### src/rtl/arb3_pkg.sv
// Shared types for the three-requester memory arbiter: FSM states and grant-select codes.
package arb3_pkg;

  typedef enum logic {
    IDLE = 1'b0,
    BUSY = 1'b1
  } state_e;

  localparam logic [1:0] SEL_0 = 2'b00;
  localparam logic [1:0] SEL_1 = 2'b01;
  localparam logic [1:0] SEL_2 = 2'b10;

endpackage

### src/rtl/mux3.sv
// Three-way select for one requester field; select code 11 is never produced and falls to input 2.
module mux3 #(
  parameter int unsigned WIDTH = 8
) (
  input  logic [1:0]       i_sel,
  input  logic [WIDTH-1:0] i_d0,
  input  logic [WIDTH-1:0] i_d1,
  input  logic [WIDTH-1:0] i_d2,
  output logic [WIDTH-1:0] o_y
);

  always_comb begin
    o_y = i_d2;
    case (i_sel)
      2'b00:   o_y = i_d0;
      2'b01:   o_y = i_d1;
      default: o_y = i_d2;
    endcase
  end

endmodule

### src/rtl/mem_arb3.sv
// Round-robin arbiter sharing one memory port among three requesters.
// One arbitration cycle in IDLE, then BUSY until the memory signals ready.
module mem_arb3
  import arb3_pkg::*;
#(
  parameter int unsigned AW = 32,
  parameter int unsigned DW = 32
) (
  input  logic          clk,
  input  logic          reset,
  input  logic          req0,
  input  logic          req1,
  input  logic          req2,
  input  logic [AW-1:0] addr0,
  input  logic [AW-1:0] addr1,
  input  logic [AW-1:0] addr2,
  input  logic [DW-1:0] wdata0,
  input  logic [DW-1:0] wdata1,
  input  logic [DW-1:0] wdata2,
  input  logic          we0,
  input  logic          we1,
  input  logic          we2,
  output logic [2:0]    done,
  output logic [DW-1:0] rdata,
  output logic [1:0]    sel,
  output logic          mem_req,
  output logic          mem_we,
  output logic [AW-1:0] mem_addr,
  output logic [DW-1:0] mem_wdata,
  input  logic          mem_ready,
  input  logic [DW-1:0] mem_rdata
);

  // Search starts one past the last completed requester, wrapping mod 3.
  function automatic logic [1:0] rr_pick(input logic [1:0] last, input logic [2:0] req);
    logic [1:0] pick;
    pick = last;
    case (last)
      SEL_0:   pick = req[1] ? SEL_1 : (req[2] ? SEL_2 : SEL_0);
      SEL_1:   pick = req[2] ? SEL_2 : (req[0] ? SEL_0 : SEL_1);
      default: pick = req[0] ? SEL_0 : (req[1] ? SEL_1 : SEL_2);
    endcase
    return pick;
  endfunction

  state_e     r_state, w_state_d;
  logic [1:0] r_sel, w_sel_d;
  logic [1:0] r_last, w_last_d;
  logic [2:0] w_req;
  logic [2:0] w_done;
  logic       w_busy;
  logic [0:0] w_we_sel;

  assign w_req = {req2, req1, req0};

  always_ff @(posedge clk) begin
    if (reset) begin
      r_state <= IDLE;
      r_sel   <= SEL_0;
      r_last  <= SEL_2;
    end else begin
      r_state <= w_state_d;
      r_sel   <= w_sel_d;
      r_last  <= w_last_d;
    end
  end

  always_comb begin
    w_state_d = r_state;
    w_sel_d   = r_sel;
    w_last_d  = r_last;
    w_done    = 3'b000;
    w_busy    = 1'b0;
    case (r_state)
      IDLE: begin
        if (|w_req) begin
          w_sel_d   = rr_pick(r_last, w_req);
          w_state_d = BUSY;
        end
      end
      BUSY: begin
        w_busy = 1'b1;
        if (mem_ready) begin
          w_done    = 3'b001 << r_sel;
          w_last_d  = r_sel;
          w_state_d = IDLE;
        end
      end
      default: w_state_d = IDLE;
    endcase
  end

  mux3 #(.WIDTH(AW)) u_mux_addr (
    .i_sel (r_sel),
    .i_d0  (addr0),
    .i_d1  (addr1),
    .i_d2  (addr2),
    .o_y   (mem_addr)
  );

  mux3 #(.WIDTH(DW)) u_mux_wdata (
    .i_sel (r_sel),
    .i_d0  (wdata0),
    .i_d1  (wdata1),
    .i_d2  (wdata2),
    .o_y   (mem_wdata)
  );

  mux3 #(.WIDTH(1)) u_mux_we (
    .i_sel (r_sel),
    .i_d0  (we0),
    .i_d1  (we1),
    .i_d2  (we2),
    .o_y   (w_we_sel)
  );

  // Reset abandons an in-flight access: no request, no completion while it is asserted.
  assign mem_req = w_busy & ~reset;
  assign mem_we  = w_busy & ~reset & w_we_sel[0];
  assign done    = reset ? 3'b000 : w_done;
  assign rdata   = mem_rdata;
  assign sel     = r_sel;

endmodule
### config.mk
export PLATFORM = sky130hd
export DESIGN_NAME = mem_arb3
export DESIGN_NICKNAME = d
export VERILOG_FILES = /design/src/rtl/arb3_pkg.sv /design/src/rtl/mux3.sv /design/src/rtl/mem_arb3.sv
export SDC_FILE = /design/constraint.sdc
export NUM_CORES = 1
export LEC_CHECK = 0
export BUFFER_PORTS_ARGS = -buffer_cell sky130_fd_sc_hd__buf_2
export CORE_AREA = 2 2 132 134
export DETAILED_ROUTE_END_ITERATION = 7
export DIE_AREA = 0 0 134 136
export MAX_ROUTING_LAYER = met4
export SETUP_SLACK_MARGIN = 0.4
export SLEW_MARGIN = 30
export SYNTH_ARGS = -nofsm -noshare
export SYNTH_HDL_FRONTEND = slang
export SYNTH_HIERARCHICAL = 1
export SYNTH_SLANG_ARGS = --single-unit
### constraint.sdc
create_clock -name clk -period 1.28 [get_ports clk]
set_input_delay 0.256 -clock clk [delete_from_list [all_inputs] [get_ports clk]]
set_output_delay 0.256 -clock clk [all_outputs]
set_load 0.03 [all_outputs]
; ---- Word level (Yosys, flattened, before mapping)
; Index checks and enable logic that the tools add are counted.
; W data, S select, Z words.
[classes]
addsub = 0
multipliers = 0
n_div = 0
n_lt_le_gt_ge = 0
n_eq_ne = 2
n_shift = 1
muxes = 17
n_bitwise = 4
reduce_logical = 5
[op_table]
columns = operator, n
row1 = $pmux W32 S2, 2
row2 = $mux W2, 5
row3 = $mux W3, 3
row4 = $eq A2 B1 Y1 const B, 2
row5 = $logic_not A2 Y1, 2
row6 = $mux W1, 4
row7 = $pmux W1 S2, 2
row8 = $pmux W2 S2, 1
row9 = $reduce_and A2 Y1, 2
row10 = $reduce_or A3 Y1, 1
row11 = $shl A1 B2 Y3 const A, 1
row12 = $and A1 B1 Y1, 2
row13 = $not A1 Y1, 2
[word_totals]
regBits = 5
latchBits = 0
ramBits = 0
rom_bits = 0
input_bits = 233
output_inout_bits = 103
word_cells = 32
memories = 0

; ---- Depth between registers and ports, before layout
; Gate-level depths: netlist of run 1.
[logic_depth]
depth_word = 4
ltp_mapped = 4

; ---- Cells and area by module
; Netlist of run 1, hierarchy kept.
[modules_own_cells]
columns = mod, instances, cells_each, area_each_um2
row1 = mux3 (u_mux_addr ...), 2, 107, 714.4
row2 = mem_arb3, 1, 66, 535.5
row3 = mux3 (u_mux_we), 1, 3, 18.8

; ---- Worst setup path after synthesis of run 1
; Ideal clock, no wire load.
[synth_path]
kind = register to output
startpoint = register r_sel[1] (netlist: sel[1])
endpoint = output done[2]
t_arrival_ns = 1.667
required_ns = 1.024
slack_ns = -0.643
path_stages_with_launch = 2
cell_sequence = dfxtp_1 -> nor4b_1
[synth_between]
elab_chain_cells = 4
[synth_rtl]
columns = item, line
row1 = start: declaration, mem_arb3.sv:47  ; logic [1:0] r_sel, w_sel_d;
row2 = start signal: assignment, mem_arb3.sv:63  ; r_sel <= w_sel_d;
row3 = $shl A1 B2 Y3, mem_arb3.sv:84  ; w_done = 3'b001 << r_sel;
row4 = $mux W3, mem_arb3.sv:83  ; if (mem_ready) begin
row5 = $mux W3, mem_arb3.sv:74  ; case (r_state)
row6 = $mux W3, mem_arb3.sv:120  ; assign done = reset ? 3'b000 : w_done;
row7 = end: declaration, mem_arb3.sv:23  ; output logic [2:0] done,
; No other way between the ends.

; ---- Worst setup path in the final report of run 1
[layout_path]
startpoint = register r_sel[0] (netlist: sel[0])
endpoint = output mem_wdata[28]
[layout_between]
elab_chain_cells = 2
[layout_rtl]
columns = item, line
row1 = $eq A2 B1 Y1 or $logic_not A2 Y1 (tied branches), mux3.sv:14  ; case (i_sel)
row2 = $pmux W32 S2 *, mux3.sv:14
row3 = end: declaration, mem_arb3.sv:29  ; output logic [DW-1:0] mem_wdata,
; Every way passes the cells marked *; elsewhere a longest branch is shown, timed or not.

==> metrics.cfg, run 1 <==
[outcome]
run_status = finished, violations left
violations = setup timing

[hold_path]
hold_class = input pin to register

[drt]
drtPass1Iterations = 6
postRouteAntennaNets = 0
dr_iter_0_viols = 39
routed-wl-met3_mm = 1.00
route.vias.total = 3052
wl_met2_mm = 5.28
drc = 0
per_cell_routed_wire_length_um = 13.4
avgViaCountPerCell = 3.94
finalWirelength_mm = 10.4
routed.top_layer = met4
wl_met1_mm = 3.73

[setup_path]
start_kind = register
worst-endpoint-required_ns = 1.02
kind_of_critical_path = register to output pin
worstPathArrival_ns = 1.40
worst_path_max_fanout = 16
worst_setup_ep_type = output pin

[yosys]
synth_top_area_share_pct = 32.8
synth.ff_latch_count = 5
postSynthNetCount = 516
synth_area_um2 = 1980
ys.warnings.count = 6
synth_area_per_cell_um2 = 7.01
syn-instance-count = 283
largest_cells_by_area_after_synthesis = sky130_fd_sc_hd__mux2i_1, sky130_fd_sc_hd__o21ai_1, sky130_fd_sc_hd__nand2_1
synth_top_area_cell = sky130_fd_sc_hd__mux2i_1
synth.lib_cells_used.distinct = 27
yosysSeqAreaShare_pct = 5.05

[sta]
final_critical_period_ns = 1.65
worst_slew_margin_rel_pct = 83.8
max_slew.worst_pin.slew_ns = 0.236
finalClockSkew_ns = 0.000554
max_freq_mhz = 606
whs_ns = 0.337
setup_repair_after_global_routing_missed_its_margin = true
min_period_over_period_pct = 129
slew_viol_final = 0
final.setup.worst_slack_ns = -0.372
timing.final.hold_violations = 0
final-setup-viol-count = 70

[floorplanning]
die-area_um2 = 18200
starting_density_pct = 11.8
floorplan.io_pins = 336
fp.coreArea_um2 = 16900
fp-row-count = 48
die_height_um = 136
die_width_um = 134

[cts]
tritoncts = done
cts.htree.levels = 1
worstSkewPairLatency_ns = 0.23
cts_buffers = 3
clk_transition_reported_paths_ns = 0.03
ctsLongestPathBuffers = 2
tritoncts_num_sinks = 5
cts_root_buf = sky130_fd_sc_hd__clkbuf_16

[layout]
final_nets = 784
drive_above_1_share_pct = 78.5
syn_to_final_growth_pct = 134
antenna_cells = 0
postLayoutCoreUtil_pct = 27.5

[grt]
grt_usage_pct = 9.17
grt_pass1_vias = 2794
grt_start_max_net_pins = 29
global_route.overflow_total = 0
grt_pass1_wl_mm = 13.0
antenna_found_initial = 0

[placed_design]
routabilityCongestion = 0.773
port-buffer-count = 271
dpl.hpwl_mm = 7.44

[power]
power.density_nw_per_um2 = 672
max-vdd-ir-drop_mv = 0.352
p_leak_nw = 2.13

[flow_run]
maxCapViolations = 0

-- cell usage in the layout, fill, tap and decap left out, types with 6 or more instances in the layout --
cell / count
sky130_fd_sc_hd__nand2_1: 65
sky130_fd_sc_hd__mux2i_4: 6
sky130_fd_sc_hd__buf_12: 8
sky130_fd_sc_hd__mux2i_1: 32
sky130_fd_sc_hd__buf_6: 48
sky130_fd_sc_hd__buf_4: 42
sky130_fd_sc_hd__o21ai_2: 61
sky130_fd_sc_hd__buf_2: 210
sky130_fd_sc_hd__clkbuf_16: 6
sky130_fd_sc_hd__mux2i_2: 27
-- power by group --
part | switching (mW) | total, mW | internal (mW) | leakage [nW]
Clock | 0.103 | 0.516 | 0.413 | 0.0382
Combinational | 1.24 | 2.42 | 1.18 | 2.05
Sequential | 0.0162 | 0.182 | 0.166 | 0.0431
-- per-stage QoR --
| stage | cells | area, um^2 | setup TNS [ns] | setup slack [ns] | power, mW |
|---|---|---|---|---|---|
| 3_5_place_dp | 753 | 3740 | -6.67 | -0.173 | 2.09 |
| 6_report | 775 | 4640 | -21.67 | -0.372 | 3.12 |
| 2_1_floorplan | 283 | 2280 | -6.28 | -0.122 | 1.60 |
| 5_1_grt | 775 | 4640 | -24.67 | -0.422 | 3.25 |
| 3_3_place_gp | 753 | 3740 | -5.96 | -0.142 | 2.08 |
| 4_1_cts | 767 | 4350 | -21.81 | -0.388 | 2.95 |
-- path summary, 6_finish.rpt --
| check | slack (ns) | startpoint | cells past startpoint | endpoint |
|---|---|---|---|---|
| setup reg to reg | 0.21 | sel[1] | 4 | sel[1] |
| setup / recovery | -0.37 | sel[0] | 5 | mem_wdata[28] |
| hold / removal | 0.34 | req2 | 3 | sel[1] |
| hold reg to reg | 0.46 | r_last[0] | 2 | r_last[0] |
-- worst max-delay path, cell delays in order, from the launching register on --
cell and delay, ns:
sky130_fd_sc_hd__dfxtp_4 0.36, sky130_fd_sc_hd__buf_12 0.16, sky130_fd_sc_hd__buf_12 0.15, sky130_fd_sc_hd__mux2i_2 0.23, sky130_fd_sc_hd__o21ai_2 0.06, sky130_fd_sc_hd__clkbuf_4 0.18
-- routing by layer --
layer	GRT usage [%]	vias to the layer above
li1	-	1494
met1	8.62	1321
met2	18.7	213
met3	1.86	24
met4	2.54	0
met5	-	-
-- timing repair --
item	4_1_cts	5_1_grt
resized for setup	116	44
cloned	2	4
setup endpoints to repair	75	76
hold buffers	0	0
setup buffers	8	4
pin swaps	1	1
-- cell usage after synthesis (all sizes together) --
cell type and count:
dfxtp 5, nor2b 1, nor4b 1, and2 1, nand3 3, nand3b 1, buf 55, o21ai 67
o311a 1, a211oi 1, a21oi 2, and3 1, mux2i 65, o21bai 1, nor4 1, nor3 1
nand2 69, inv 1, nor2 3, and4b 1, nand2b 2
-- layout make-up --
class / count / area [um^2]
Clock buffer: 4 / 78.8
Fill cell: 1790 / 12200
Inverter: 1 / 3.75
Multi-Input combinational cell: 222 / 1890
Sequential cell: 5 / 111
Tap cell: 225 / 282
Timing Repair Buffer: 318 / 2270
-- logic make-up after synthesis --
| logic type | count (synthesis) | share of synthesized area, % |
|---|---|---|
| AO/OA/AOI/OAI | 72 | 19.7 |
| buffers and inverters | 56 | 23.6 |
| AND/OR/NAND/NOR | 85 | 18.9 |
| flip-flops | 5 | 5.05 |
| multiplexers | 65 | 32.8 |
-- flip-flops by register name (all words and copies together) (netlist names) --
signal / flops
r_last: 2
r_state: 1
sel: 2
Note: power is estimated with default switching activity, not from simulation.
==> run 2: changes to the inputs <==
--- a/config.mk
+++ b/config.mk
@@ -6,13 +6,12 @@
 export NUM_CORES = 1
 export LEC_CHECK = 0
 export BUFFER_PORTS_ARGS = -buffer_cell sky130_fd_sc_hd__buf_2
-export CORE_AREA = 2 2 132 134
+export CORE_AREA = 2 2 131 133
 export DETAILED_ROUTE_END_ITERATION = 7
-export DIE_AREA = 0 0 134 136
+export DIE_AREA = 0 0 133 135
 export MAX_ROUTING_LAYER = met4
 export SETUP_SLACK_MARGIN = 0.4
 export SLEW_MARGIN = 30
 export SYNTH_ARGS = -nofsm -noshare
 export SYNTH_HDL_FRONTEND = slang
-export SYNTH_HIERARCHICAL = 1
 export SYNTH_SLANG_ARGS = --single-unit
==> metrics.cfg, run 2 <==
[yosys]
synth_top_area_cell = sky130_fd_sc_hd__mux2i_1
top_flip_flop_cell_by_instance_count_after_synthesis = sky130_fd_sc_hd__dfxtp_1
syn-instance-count = 282  ; -0.35%
postSynthNetCount = 515  ; -0.19%
postSynth.asyncResetShare_pct = 0  ; unchanged
synth_top_area_share_pct = 34.5  ; +1.7 points
ys.warnings.count = 0  ; -6
synth_area_per_cell_um2 = 6.68  ; -4.6%
yosysSeqAreaShare_pct = 5.31  ; +0.26 points
synth.ff_latch_count = 5  ; unchanged
synthTopCellsByCount = sky130_fd_sc_hd__nand2_1, sky130_fd_sc_hd__mux2i_1, sky130_fd_sc_hd__o21ai_0, sky130_fd_sc_hd__buf_4, sky130_fd_sc_hd__buf_2
cell_with_the_most_instances_after_synthesis = sky130_fd_sc_hd__nand2_1
synth.lib_cells_used.distinct = 27  ; unchanged
largest_cells_by_area_after_synthesis = sky130_fd_sc_hd__mux2i_1, sky130_fd_sc_hd__o21ai_0, sky130_fd_sc_hd__buf_4
synth_enable_flop_cells = 0  ; unchanged
synth_area_um2 = 1880  ; -5.0%

[layout]
layout_commonest_cell = sky130_fd_sc_hd__buf_2
antenna_cells = 0  ; unchanged
syn_to_final_growth_pct = 129
drive_above_1_share_pct = 68.0  ; -11 points
mostFrequentLayoutCells = sky130_fd_sc_hd__buf_2, sky130_fd_sc_hd__nand2_1, sky130_fd_sc_hd__buf_4
layout.area.seq_um2 = 111  ; unchanged
postLayoutCoreUtil_pct = 26.3  ; -1.2 points
final.fill_count = 1761  ; -1.6%
multiInputGateArea_um2 = 1640  ; -13%
final_nets = 771  ; -1.7%
instances_no_fill = 757  ; -2.3%

[sta]
final.setup.worst_slack_ns = -0.338  ; +0.0339 ns
min_period_over_period_pct = 126  ; -2.6 points
max_slew.worst_pin.slew_ns = 0.238  ; +0.00161 ns
slew_viol_final = 0  ; unchanged
setup_total_negative_slack_ns = -19.63  ; +2.03 ns
final-setup-viol-count = 68  ; -2.9%
setup_repair_after_global_routing_missed_its_margin = true
final_critical_period_ns = 1.62  ; -0.0339 ns
timing.final.hold_violations = 0  ; unchanged
finalClockSkew_ns = 0.000477  ; -0.0000767 ns
max_freq_mhz = 618  ; +2.1%
worst_slew_margin_rel_pct = 84.1  ; +0.34 points

[cts]
ctsLongestPathBuffers = 2  ; unchanged
cts.htree.levels = 1  ; unchanged
tritoncts_num_sinks = 5  ; unchanged
cts_root_buf = sky130_fd_sc_hd__clkbuf_16
tritoncts = done
hold_buffers = 0  ; unchanged
clk_transition_reported_paths_ns = 0.03  ; about the same
cts_buffers = 3  ; unchanged
worstSkewPairLatency_ns = 0.22  ; about the same

[placed_design]
port-buffer-count = 271  ; unchanged
routabilityCongestion = 0.752  ; -2.8%
dpl.hpwl_mm = 7.19  ; -3.3%
dp_cells = 739  ; -1.9%

[setup_path]
worstPathArrival_ns = 1.36  ; -0.04 ns
kind_of_critical_path = register to output pin
worst-endpoint-required_ns = 1.02  ; about the same
worst_setup_ep_type = output pin
start_kind = register
worst_path_max_fanout = 9  ; -7
regToRegSetupSlack_ns = 0.15  ; -0.06 ns

[floorplanning]
fp-row-count = 47  ; -2.1%
die_height_um = 135  ; -0.74%
fp.coreArea_um2 = 16400  ; -2.8%
starting_density_pct = 11.5  ; -0.27 points
floorplan.io_pins = 336  ; unchanged
die_width_um = 133  ; -0.75%
die-area_um2 = 18000  ; -1.5%

[grt]
grt_pass1_wl_mm = 12.6  ; -3.4%
use_met3_pct = 2.21  ; +0.35 points
globalRoute.busiestLayer = met2
grt_usage_pct = 8.70  ; -0.48 points
grt_util_met1_pct = 9.41  ; +0.79 points
global_route.usage.met2_pct = 16.1  ; -2.6 points
grt_pass1_vias = 2690  ; -3.7%
antenna_found_initial = 0  ; unchanged
global_route.overflow_total = 0  ; unchanged
grt_start_max_net_pins = 53  ; +83%

[drt]
route.vias.total = 2903  ; -4.9%
avgViaCountPerCell = 3.83  ; -2.6%
drtPass1Iterations = 4  ; -2
dr_iter_0_viols = 82  ; +110%
finalWirelength_mm = 9.72  ; -6.2%
per_cell_routed_wire_length_um = 12.8  ; -3.9%
drc = 0  ; unchanged
postRouteAntennaNets = 0  ; unchanged

[power]
p_leak_nw = 1.96  ; -8.3%
max-vdd-ir-drop_mv = 0.461  ; +31%
power.density_nw_per_um2 = 696  ; +3.6%

[outcome]
run_status = finished, violations left
violations = setup timing

[flow_run]
maxCapViolations = 0  ; unchanged

[hold_path]
hold_class = input pin to register

run 2: changes by cell type in the layout (fill, tap and decap cells not counted), sizes merged, moves of 2 or more:
cell and change:
buf -12, nand3 -2, o22ai +2, nand2b -2
nand2 -2
run 2: critical path, cell delays in order (launching register included):
cell and delay, ns:
sky130_fd_sc_hd__dfxtp_4 0.37, sky130_fd_sc_hd__buf_4 0.15, sky130_fd_sc_hd__buf_12 0.15, sky130_fd_sc_hd__mux2i_4 0.24
sky130_fd_sc_hd__o21ai_2 0.07, sky130_fd_sc_hd__buf_4 0.16
run 2: layout make-up:
cell class / count / share of cell area [%]
well taps: 220 / 6.38
repair buffers: 307 / 50.9
flip-flops and latches: 5 / 2.58
inverters: 2 / 0.232
multi-input cells: 219 / 38.1
clock buffers: 4 / 1.83
run 2: per-stage QoR:
step	worst slack (ns)	total power, mW	area (um^2)	hold WS (ns)
global placement	-0.153	2.03	3530	0.461
floorplan	-0.202	1.54	2080	0.416
detailed placement	-0.171	2.04	3530	0.469
finish	-0.338	3.00	4320	0.379
global route	-0.388	3.17	4320	0.406
CTS	-0.365	2.76	3870	0.390
run 2: where the power goes:
| group | leakage (nW) | switching, mW | total, mW | internal (mW) |
|---|---|---|---|---|
| clock network | 0.0382 | 0.0876 | 0.499 | 0.411 |
| registers | 0.0431 | 0.0182 | 0.185 | 0.167 |
| logic | 1.87 | 1.22 | 2.32 | 1.10 |
run 2: kinds of logic after synthesis:
logic type,after synthesis,share of synthesized area [%]
multiplexers,65,34.5
AO/OA/AOI/OAI,75,20.7
AND/OR/NAND/NOR,79,17.3
buffers and inverters,58,22.2
flip-flops,5,5.31
run 2: path summary, 6_finish.rpt:
path	start	end	depth (start not counted)
setup reg to reg	sel[1]	r_last[1]	4
hold reg to reg	r_last[0]	r_last[0]	2
setup / recovery	sel[0]	mem_wdata[20]	5
hold / removal	req2	sel[0]	4
run 2: layer usage:
layer,wire length (um),vias to the layer above
met5,0,-
met4,110,0
met3,815,12
met2,5030,160
met1,3770,1261
li1,-,1470
run 2: what timing repair did:
item | 4_1_cts | 5_1_grt
pin swaps | 4 | 5
resized for setup | 85 | 69
endpoints found under the setup margin | 75 | 75
cloned | 0 | 7
buffers inserted | 1 | 6
hold endpoints to repair | 0 | 0
==> run 3: changes to the inputs <==
--- a/config.mk
+++ b/config.mk
@@ -5,10 +5,12 @@
 export SDC_FILE = /design/constraint.sdc
 export NUM_CORES = 1
 export LEC_CHECK = 0
+export ABC_AREA = 1
 export BUFFER_PORTS_ARGS = -buffer_cell sky130_fd_sc_hd__buf_2
-export CORE_AREA = 2 2 131 133
+export CORE_AREA = 2 2 129 131
+export CTS_BUF_LIST = sky130_fd_sc_hd__clkbuf_2
 export DETAILED_ROUTE_END_ITERATION = 7
-export DIE_AREA = 0 0 133 135
+export DIE_AREA = 0 0 131 133
 export MAX_ROUTING_LAYER = met4
 export SETUP_SLACK_MARGIN = 0.4
 export SLEW_MARGIN = 30
==> metrics.cfg, run 3 <==
[sta]
slew_viol_final = 0  ; unchanged
worst_slew_margin_rel_pct = 77.0  ; -7.1 points
setup_repair_after_global_routing_missed_its_margin = true
max_slew.worst_pin.slew_ns = 0.345  ; +0.107 ns
final.setup.worst_slack_ns = -0.394  ; -0.0564 ns
max_freq_mhz = 597  ; -3.4%
min_period_over_period_pct = 131  ; +4.4 points
final-setup-viol-count = 68  ; unchanged
final_critical_period_ns = 1.67  ; +0.0564 ns
finalClockSkew_ns = 0.00384  ; +0.00336 ns
whs_ns = 0.372  ; -0.00751 ns
timing.final.hold_violations = 0  ; unchanged

[layout]
final_nets = 834  ; +8.2%
syn_to_final_growth_pct = 190
cell_area_after_layout_um2 = 5090  ; +18%
antenna_cells = 0  ; unchanged
drive_above_1_share_pct = 76.5  ; +8.5 points
layout_commonest_cell = sky130_fd_sc_hd__buf_2
instances_no_fill = 820  ; +8.3%
mostFrequentLayoutCells = sky130_fd_sc_hd__buf_2, sky130_fd_sc_hd__nand2_1, sky130_fd_sc_hd__buf_6

[placed_design]
dpl.hpwl_mm = 8.19  ; +14%
routabilityCongestion = 0.776  ; +3.2%
port-buffer-count = 271  ; unchanged
placed_area_um2 = 3930  ; +11%
worst_setup_timing_slack_at_the_placement_stage_ns = -0.199  ; -0.0282 ns
dp_cells = 794  ; +7.4%

[yosys]
cell_with_the_most_instances_after_synthesis = sky130_fd_sc_hd__nand2_1
synth_area_per_cell_um2 = 5.16  ; -23%
largest_cells_by_area_after_synthesis = sky130_fd_sc_hd__nand2_1, sky130_fd_sc_hd__buf_4, sky130_fd_sc_hd__nand3_1
synth_enable_flop_cells = 0  ; unchanged
synth.lib_cells_used.distinct = 17  ; -37%
syn-instance-count = 340  ; +21%
synth.ff_latch_count = 5  ; unchanged
synth_top_area_share_pct = 37.2  ; +2.7 points
postSynthNetCount = 573  ; +11%
synthTopCellsByCount = sky130_fd_sc_hd__nand2_1, sky130_fd_sc_hd__nand3_1, sky130_fd_sc_hd__buf_4, sky130_fd_sc_hd__a22oi_1, sky130_fd_sc_hd__nand2_2
top_flip_flop_cell_by_instance_count_after_synthesis = sky130_fd_sc_hd__dfxtp_1
synth_area_um2 = 1750  ; -6.9%
synth_top_area_cell = sky130_fd_sc_hd__nand2_1
yosysSeqAreaShare_pct = 5.71  ; +0.39 points
postSynth.asyncResetShare_pct = 0  ; unchanged
ys.warnings.count = 0  ; unchanged

[setup_path]
kind_of_critical_path = register to output pin
cp_cell_sequence = nor2_4 -> buf_12 -> clkbuf_16 -> nand2_1 -> nand3_4 -> buf_6
number_of_cells_traversed_by_the_worst_register_to_register_path = 7  ; +3
start_kind = register
crit_path_slowest_cell = sky130_fd_sc_hd__dfxtp_4
worst_setup_ep_type = output pin
crit_cells = 6  ; +1
cp.buffers_inverters = 3  ; unchanged
worstPathArrival_ns = 1.42  ; +0.06 ns
worst_path_max_fanout = 9  ; unchanged
max_stage_delay_ns = 0.38  ; about the same
worst-endpoint-required_ns = 1.02  ; about the same
critical-path-top-delay-family = buffers and inverters

[power]
max-vdd-ir-drop_mv = 0.466  ; +1.0%
power.density_nw_per_um2 = 790  ; +13%
p_leak_nw = 2.74  ; +40%

[drt]
dr_iter_0_viols = 97  ; +18%
route.vias.total = 3282  ; +13%
per_cell_routed_wire_length_um = 14.5  ; +13%
avgViaCountPerCell = 4.00  ; +4.4%
drc = 0  ; unchanged
drtPass1Iterations = 4  ; unchanged
postRouteAntennaNets = 0  ; unchanged
finalWirelength_mm = 11.9  ; +23%

[floorplanning]
floorplan.io_pins = 336  ; unchanged
die-area_um2 = 17400  ; -3.0%
starting_density_pct = 10.8  ; -0.64 points
fp-row-count = 47  ; unchanged
die_height_um = 133  ; -1.5%
die_width_um = 131  ; -1.5%
fp.coreArea_um2 = 16200  ; -1.4%

[hold_path]
hold_class = input pin to register
min_path_cells = 3  ; -1

[cts]
ctsLongestPathBuffers = 2  ; unchanged
tritoncts = done
cts_root_buf = sky130_fd_sc_hd__clkbuf_2
clk_transition_reported_paths_ns = 0.06  ; +0.03 ns
tritoncts_num_sinks = 5  ; unchanged
worstSkewPairLatency_ns = 0.22  ; about the same
cts.htree.levels = 1  ; unchanged
cts_buffers = 3  ; unchanged

[grt]
global_route.overflow_total = 0  ; unchanged
grt_start_max_net_pins = 35  ; -34%
grt_usage_pct = 11.2  ; +2.5 points
grt_pass1_wl_mm = 15.1  ; +20%
grt_pass1_vias = 3169  ; +18%
antenna_found_initial = 0  ; unchanged

[outcome]
run_status = finished, violations left
violations = setup timing

[flow_run]
maxCapViolations = 0  ; unchanged

[run 3: cell count changes after synthesis, sizes merged, moves of 2 or more]
cell   previous run  this run
nand2            67       184
mux2i            65         0
o21ai            66         2
nand3             1        45
a22oi             0        26
inv               2        10
nor2              3        10
buf              50        47
a21oi             3         1
o22ai             2         0
[run 3: timing repair]
item / in CTS / in global routing
setup endpoints to repair: 75 / 76
hold buffers: 0 / 0
gates resized for setup: 146 / 86
pin swaps: 3 / 8
buffers inserted: 5 / 5
gates cloned: 4 / 8
[run 3: logic make-up (layout without fill, tap and decap cells)]
group	after synthesis	in the layout	synth area share, %
buffers and inverters	64	324	25.2
AOI/OAI and AO/OA	29	29	12.0
DFF	5	5	5.71
and+or+nand+nor	242	242	57.1
[run 3: cell type report]
cell class              instances  area (um^2)
multi-input cells             271         2220
repair buffers                310         2420
flip-flops and latches          5          113
fillers                      1666        11100
well taps                     220          275
clock buffers                   4         20.0
inverters                      10         42.5
[run 3: final timing paths]
kind	start	end	slack (ns)
setup reg to reg	sel[0]	sel[0]	0.26
hold / removal	mem_ready	r_last[1]	0.37
hold reg to reg	r_last[0]	r_last[0]	0.51
setup / recovery	sel[1]	mem_wdata[7]	-0.39
[run 3: routing by layer]
layer / part of all wire (%) / wire [um] / vias to the layer above / GRT usage [%]
li1: - / - / 1593 / -
met1: 40 / 4820 / 1489 / 12.2
met2: 50 / 6000 / 176 / 20.1
met3: 7.8 / 934 / 24 / 3.07
met4: 1.3 / 157 / 0 / 2.25
met5: 0 / 0 / - / -
[run 3: where the power goes]
part / switching, mW / internal (mW) / total [mW]
logic: 1.99 / 1.69 / 3.68
registers: 0.0238 / 0.171 / 0.195
clock network: 0.0655 / 0.0827 / 0.148
[run 3: worst min-delay path: stages]
cell,delay [ns]
sky130_fd_sc_hd__buf_2,0.13
sky130_fd_sc_hd__nand3_4,0.09
sky130_fd_sc_hd__nand3_1,0.08
[run 3: metrics by stage]
step	utilization, %	TNS (ns)	total power [mW]
after floorplan	-	-4.23	2.21
after global placement	24.3	-8.80	2.88
after detailed placement	24.3	-9.40	2.91
after CTS	28.3	-25.30	3.65
after global routing	31.5	-28.15	4.26
final	31.5	-22.88	4.02
